File: config.mk
export PLATFORM = sky130hd
export DESIGN_NAME = can_acceptance_filter_flat
export DESIGN_NICKNAME = d
export VERILOG_FILES = /design/src/rtl/can_acceptance_filter_if.sv /design/src/rtl/can_acceptance_filter.sv /design/src/flat_wrapper.sv
export SDC_FILE = /design/constraint.sdc
export NUM_CORES = 1
export LEC_CHECK = 0
export BUFFER_PORTS_ARGS = -buffer_cell sky130_fd_sc_hd__clkbuf_2
export CAP_MARGIN = 20
export CORE_ASPECT_RATIO = 1.2
export CORE_MARGIN = 3
export CORE_UTILIZATION = 55
export DETAILED_ROUTE_END_ITERATION = 6
export PLACE_DENSITY = 0.79
export SLEW_MARGIN = 0
export SYNTH_ARGS = -nofsm -noshare
export SYNTH_HDL_FRONTEND = slang
export SYNTH_SLANG_ARGS = --single-unit
File: constraint.sdc
create_clock -name clk -period 2.8 [get_ports clk]
set_clock_uncertainty 0.2 [all_clocks]
set_input_delay 0.28 -clock clk [delete_from_list [all_inputs] [get_ports clk]]
set_output_delay 0.28 -clock clk [all_outputs]
set_load 0.05 [all_outputs]
File: src/rtl/can_acceptance_filter_if.sv
//------------------------------------------------------------------------------
// Module      : can_acceptance_filter_if
// Description : Bus bundle between the CAN receive front end/registry and the
//               acceptance filter.
// Revision    : 1.0 - initial release
//------------------------------------------------------------------------------
`default_nettype none

interface can_acceptance_filter_if #(
    parameter int ID_W  = 11,
    parameter int CNT_W = 8
);
    logic [ID_W-1:0]  mask_param;
    logic [ID_W-1:0]  code_param;
    logic             sof;
    logic             bit_valid;
    logic             rx_bit;
    logic             frame_end;
    logic             frame_abort;
    logic [ID_W-1:0]  id_out;
    logic             id_accept;
    logic             id_reject;
    logic             busy;
    logic [CNT_W-1:0] accept_cnt;

    modport slave (
        input  mask_param, code_param, sof, bit_valid, rx_bit, frame_end, frame_abort,
        output id_out, id_accept, id_reject, busy, accept_cnt
    );

    modport master (
        output mask_param, code_param, sof, bit_valid, rx_bit, frame_end, frame_abort,
        input  id_out, id_accept, id_reject, busy, accept_cnt
    );
endinterface

`default_nettype wire

File: src/rtl/can_acceptance_filter.sv
//------------------------------------------------------------------------------
// Module      : can_acceptance_filter
// Description : Captures the 11-bit CAN standard identifier from the destuffed
//               bit stream and issues one accept/reject decision per frame.
// Revision    : 1.0 - initial release
//------------------------------------------------------------------------------
`default_nettype none

module can_acceptance_filter #(
    parameter int ID_W  = 11,
    parameter int CNT_W = 8
) (
    input  logic                    clk,
    input  logic                    reset,
    can_acceptance_filter_if.slave  bus
);

    localparam int                    c_BCNT_W   = $clog2(ID_W + 1);
    localparam logic [c_BCNT_W-1:0]   c_LAST_BIT = c_BCNT_W'(ID_W - 1);
    localparam logic [CNT_W-1:0]      c_CNT_MAX  = {CNT_W{1'b1}};

    typedef enum logic [1:0] {
        S_IDLE     = 2'd0,
        S_SHIFT_ID = 2'd1,
        S_DECIDE   = 2'd2,
        S_WAIT_EOF = 2'd3
    } state_t;

    state_t              r_state;
    state_t              w_state_next;
    logic                w_sof_load;
    logic                w_shift_en;
    logic                w_decide;
    logic                w_match;
    logic [ID_W-1:0]     w_shift_next;

    logic [ID_W-1:0]     r_shift;
    logic [c_BCNT_W-1:0] r_bit_cnt;
    logic [ID_W-1:0]     r_mask;
    logic [ID_W-1:0]     r_code;
    logic [ID_W-1:0]     r_id_out;
    logic                r_accept;
    logic                r_reject;
    logic [CNT_W-1:0]    r_accept_cnt;

    // The decision is computed on the edge that samples the last bit, so the
    // pulse and id_out are both registered and visible during DECIDE.
    assign w_shift_next = {r_shift[ID_W-2:0], bus.rx_bit};
    assign w_match      = ((w_shift_next ^ r_code) & r_mask) == '0;

    always_comb begin
        w_state_next = r_state;
        w_sof_load   = 1'b0;
        w_shift_en   = 1'b0;
        w_decide     = 1'b0;
        if (bus.frame_abort) begin
            w_state_next = S_IDLE;
        end else if (bus.sof) begin
            w_state_next = S_SHIFT_ID;
            w_sof_load   = 1'b1;
        end else begin
            case (r_state)
                S_IDLE: begin
                    w_state_next = S_IDLE;
                end
                S_SHIFT_ID: begin
                    if (bus.frame_end) begin
                        w_state_next = S_IDLE;
                    end else if (bus.bit_valid) begin
                        w_shift_en = 1'b1;
                        if (r_bit_cnt == c_LAST_BIT) begin
                            w_state_next = S_DECIDE;
                            w_decide     = 1'b1;
                        end
                    end
                end
                S_DECIDE: begin
                    w_state_next = S_WAIT_EOF;
                end
                S_WAIT_EOF: begin
                    if (bus.frame_end) begin
                        w_state_next = S_IDLE;
                    end
                end
                default: begin
                    w_state_next = S_IDLE;
                end
            endcase
        end
    end

    always_ff @(posedge clk or negedge reset) begin
        if (!reset) begin
            r_state      <= S_IDLE;
            r_shift      <= '0;
            r_bit_cnt    <= '0;
            r_mask       <= '0;
            r_code       <= '0;
            r_id_out     <= '0;
            r_accept     <= 1'b0;
            r_reject     <= 1'b0;
            r_accept_cnt <= '0;
        end else begin
            r_state  <= w_state_next;
            r_accept <= w_decide & w_match;
            r_reject <= w_decide & ~w_match;
            if (w_sof_load) begin
                r_mask    <= bus.mask_param;
                r_code    <= bus.code_param;
                r_bit_cnt <= '0;
                r_shift   <= '0;
            end else if (w_shift_en) begin
                r_shift   <= w_shift_next;
                r_bit_cnt <= r_bit_cnt + c_BCNT_W'(1);
            end
            if (w_decide) begin
                r_id_out <= w_shift_next;
                if (w_match && (r_accept_cnt != c_CNT_MAX)) begin
                    r_accept_cnt <= r_accept_cnt + CNT_W'(1);
                end
            end
        end
    end

    assign bus.id_out     = r_id_out;
    assign bus.id_accept  = r_accept;
    assign bus.id_reject  = r_reject;
    assign bus.busy       = (r_state != S_IDLE);
    assign bus.accept_cnt = r_accept_cnt;

endmodule

`default_nettype wire

File: src/flat_wrapper.sv
// flat-port wrapper written by rule: the top's interface ports become plain ports
module can_acceptance_filter_flat 
#(
    parameter int ID_W  = 11,
    parameter int CNT_W = 8
)
  (clk, reset, bus_mask_param, bus_code_param, bus_sof, bus_bit_valid, bus_rx_bit, bus_frame_end, bus_frame_abort, bus_id_out, bus_id_accept, bus_id_reject, bus_busy, bus_accept_cnt);
  can_acceptance_filter_if #(.ID_W(ID_W), .CNT_W(CNT_W)) bus_i ();
  input  logic clk;
  input  logic reset;
  input wire logic [$bits(bus_i.mask_param)-1:0] bus_mask_param;
  input wire logic [$bits(bus_i.code_param)-1:0] bus_code_param;
  input wire logic [$bits(bus_i.sof)-1:0] bus_sof;
  input wire logic [$bits(bus_i.bit_valid)-1:0] bus_bit_valid;
  input wire logic [$bits(bus_i.rx_bit)-1:0] bus_rx_bit;
  input wire logic [$bits(bus_i.frame_end)-1:0] bus_frame_end;
  input wire logic [$bits(bus_i.frame_abort)-1:0] bus_frame_abort;
  output wire logic [$bits(bus_i.id_out)-1:0] bus_id_out;
  output wire logic [$bits(bus_i.id_accept)-1:0] bus_id_accept;
  output wire logic [$bits(bus_i.id_reject)-1:0] bus_id_reject;
  output wire logic [$bits(bus_i.busy)-1:0] bus_busy;
  output wire logic [$bits(bus_i.accept_cnt)-1:0] bus_accept_cnt;
  assign bus_i.mask_param = bus_mask_param;
  assign bus_i.code_param = bus_code_param;
  assign bus_i.sof = bus_sof;
  assign bus_i.bit_valid = bus_bit_valid;
  assign bus_i.rx_bit = bus_rx_bit;
  assign bus_i.frame_end = bus_frame_end;
  assign bus_i.frame_abort = bus_frame_abort;
  assign bus_id_out = bus_i.id_out;
  assign bus_id_accept = bus_i.id_accept;
  assign bus_id_reject = bus_i.id_reject;
  assign bus_busy = bus_i.busy;
  assign bus_accept_cnt = bus_i.accept_cnt;
  can_acceptance_filter #(.ID_W(ID_W), .CNT_W(CNT_W)) u_core (.clk(clk), .reset(reset), .bus(bus_i));
endmodule
==> out/results.tsv <==
metric	value	unit
outcome	finished clean	
viasPerCell	5.17	
worst_pin_slew	0.726	ns
grt_max_degree	60	
clk_pin_slew	0.06	ns
first_pass_iters	4	
async_flop_share	100	%
cts_setup_buffers	0	
die_area	5840	um2
rsz0062_at_grt	no	
max_stage_delay	0.41	ns
io_buffer_count	50	
critical_path_class	flip-flop to flip-flop	
cts_buffer_depth	2	
drtIter0Drc	188	
numCtsBuffers	9	
grt_pass1_wl	10000	um
grt_util_all_layers	21.9	%
maxCapViolCount	0	
setup_violations	0	
antenna_found_initial	0	
gp_congestion	0.814	
slew_viol_final	0	
gr-total-overflow	0	
drcViolationCount	0	
num_vias	2097	
p_leak	1.92	nW
ir_drop	461	uV
crit_family	simple AND/OR/NAND/NOR gates	
netlist_area	2730	um2
worst_ep_arrival_time	2.19	ns
clock-sinks	59	
clk_latency	0.33	ns
syn_nets	301	
cts.root.buffer_cell	clkbuf_8	
rows	27	
powerDensity	590	nW/um2
coreArea	4700	um2
crit_buf_inv	1	
ys_types	32	
num-nets-final	379	
place_inst	367	
crit_path_top_delay_cell	dfrtp_1	
boundaryPins	51	
ys_ff_latch	59	
start_kind	flip-flop	
yosysWarningCount	0	
first_global_vias	2117	
synth_cells	265	
fin_crit	2.18	ns
start_util	58.0	%
seq_area_frac_synth	54.2	%
max_freq	459	MHz
synth_edf_count	0	
layoutNonFillerInstCount	406	
crit_required	2.81	ns
path_cells	inv_1 > ha_1 > nor4b_4 > nand2_2 > o21bai_4 > nor3_4 > mux2_1	
synth_area_per_cell	10.3	um2
slew-limit-headroom	51.6	%
syn_to_final_growth	28.8	%
drtAntennaViolNets	0	
antennaDiodeCount	0	
wl_per_cell	14.1	um
htreeDepth	3	
die_width	70.3	um
hold_path_class	input pin to flip-flop	
worst-path-max-fanout	8	
wl	5740	um
synthFlopType	dfrtp_1	
crit_path_end_kind	flip-flop	
ctsResizeCount	0	
final_layout_size_suffix_gt1_share	27.0	%
ctsHoldBuffers	23	
hpwl	3750	um
die_h	83.1	um
cts_tree	built	
hold_viol	0	
setup_tns	0	ns
fin_crit_sh	77.8	%
==> path summary, 6_finish.rpt <==
| path | slack (ns) | endpoint | startpoint | cells after the start |
|---|---|---|---|---|
| setup / recovery | 0.62 | u_core.bus.accept_cnt[1]$_DFFE_PN0P_ | u_core.r_state[1]$_DFFE_PN0P_ | 7 |
| setup reg to reg | 0.62 | u_core.bus.accept_cnt[1]$_DFFE_PN0P_ | u_core.r_state[1]$_DFFE_PN0P_ | 7 |
| hold / removal | 0.01 | u_core.r_shift[0]$_DFFE_PN0P_ | bus_rx_bit | 3 |
| hold reg to reg | 0.27 | u_core.r_mask[5]$_DFFE_PN0P_ | u_core.r_mask[5]$_DFFE_PN0P_ | 2 |
| max in group asynchronous | 1.49 | u_core.bus.accept_cnt[1]$_DFFE_PN0P_ | reset | 3 |
| min in group asynchronous | 0.42 | u_core.r_state[0]$_DFFE_PN0P_ | reset | 3 |
==> cell families (layout without fill, tap and decap cells) <==
logic type / after synthesis / count (layout) / share of synthesized area (%)
muxes: 14 / 14 / 5.79
adders and majority gates: 7 / 7 / 3.21
DFF: 59 / 59 / 54.2
buffers and inverters: 15 / 98 / 2.11
xor gates and xnor gates: 18 / 18 / 5.79
AOI/OAI and AO/OA: 12 / 12 / 4.50
and+or+nand+nor: 140 / 140 / 24.4
==> registers in the layout (all words and copies together) (netlist names) <==
register / cells
u_core.bus.id_reject: 1
u_core.r_state: 2
u_core.bus.accept_cnt: 8
u_core.bus.id_out: 11
u_core.r_shift: 10
u_core.r_mask: 11
u_core.bus.id_accept: 1
u_core.r_bit_cnt: 4
u_core.r_code: 11
==> cells in the mapped netlist (3+ instances only) <==
master | n | share of area (%)
dfrtp_1 | 59 | 54
inv_1 | 5 | 0.69
xor2_1 | 18 | 5.8
nor3_1 | 3 | 0.55
nor2b_1 | 3 | 0.69
mux2_2 | 12 | 5.0
nor2_1 | 6 | 0.83
ha_1 | 7 | 3.2
a22oi_2 | 3 | 1.4
nand2_1 | 95 | 13
nand3_1 | 15 | 2.8
clkbuf_1 | 9 | 1.2
nor4_2 | 3 | 1.4
o21ai_0 | 3 | 0.55
==> layout make-up <==
| class | instances | area (um2) |
|---|---|---|
| clock buffers | 11 | 141 |
| clock inverters | 5 | 100 |
| fillers | 313 | 1180 |
| inverters | 5 | 18.8 |
| multi-input cells | 191 | 1190 |
| flip-flops and latches | 59 | 1480 |
| well taps | 58 | 72.6 |
| repair buffers | 77 | 510 |
==> tightest hold or removal path, delay by kind of cell <==
family	cells	cell delay [ns]
buffers and inverters	1	0.12
AND/OR/NAND/NOR	2	0.11
==> layout by cell type (no fill, tap or decap), types with 3 or more instances in the layout <==
master	n
a22oi_2	3
buf_4	4
bufinv_16	3
clkbuf_2	50
clkbuf_8	10
dfrtp_1	59
dlygate4sd3_1	23
ha_1	7
inv_1	5
mux2_2	12
nand2_1	95
nand3_1	15
nor2_1	6
nor2b_1	3
nor3_1	3
nor4_2	3
o21ai_0	3
xor2_1	18
==> per-stage QoR <==
step	total power [W]	hold WS, ns	setup WS [ns]	area (um2)	utilization, %
after CTS	0.00209	0.00658	0.611	3510	74.8
after global placement	0.00112	0.259	0.713	3040	64.7
after global routing	0.00215	0.00878	0.470	3510	74.8
after floorplan	0.00105	-0.216	0.801	2730	-
after detailed placement	0.00113	0.263	0.645	3040	64.7
final	0.00207	0.0148	0.622	3510	74.8
==> routing by layer <==
layer  up-vias  part of all wire, %  GRT usage, %
li1       1022                    -             -
met1      1019                   42          27.3
met2        45                   52          36.5
met3        11                  3.5          3.87
met4         0                  2.4          10.5
met5         -                    0             0
==> where the power goes <==
| part | switching [W] | total [W] | internal, W | leakage (nW) |
|---|---|---|---|---|
| clock network | 0.000324 | 0.000936 | 0.000613 | 0.123 |
| registers | 0.0000331 | 0.000928 | 0.000895 | 0.788 |
| logic | 0.000121 | 0.000208 | 0.0000876 | 1.01 |
No activity file was read; power rests on OpenSTA's default activity.
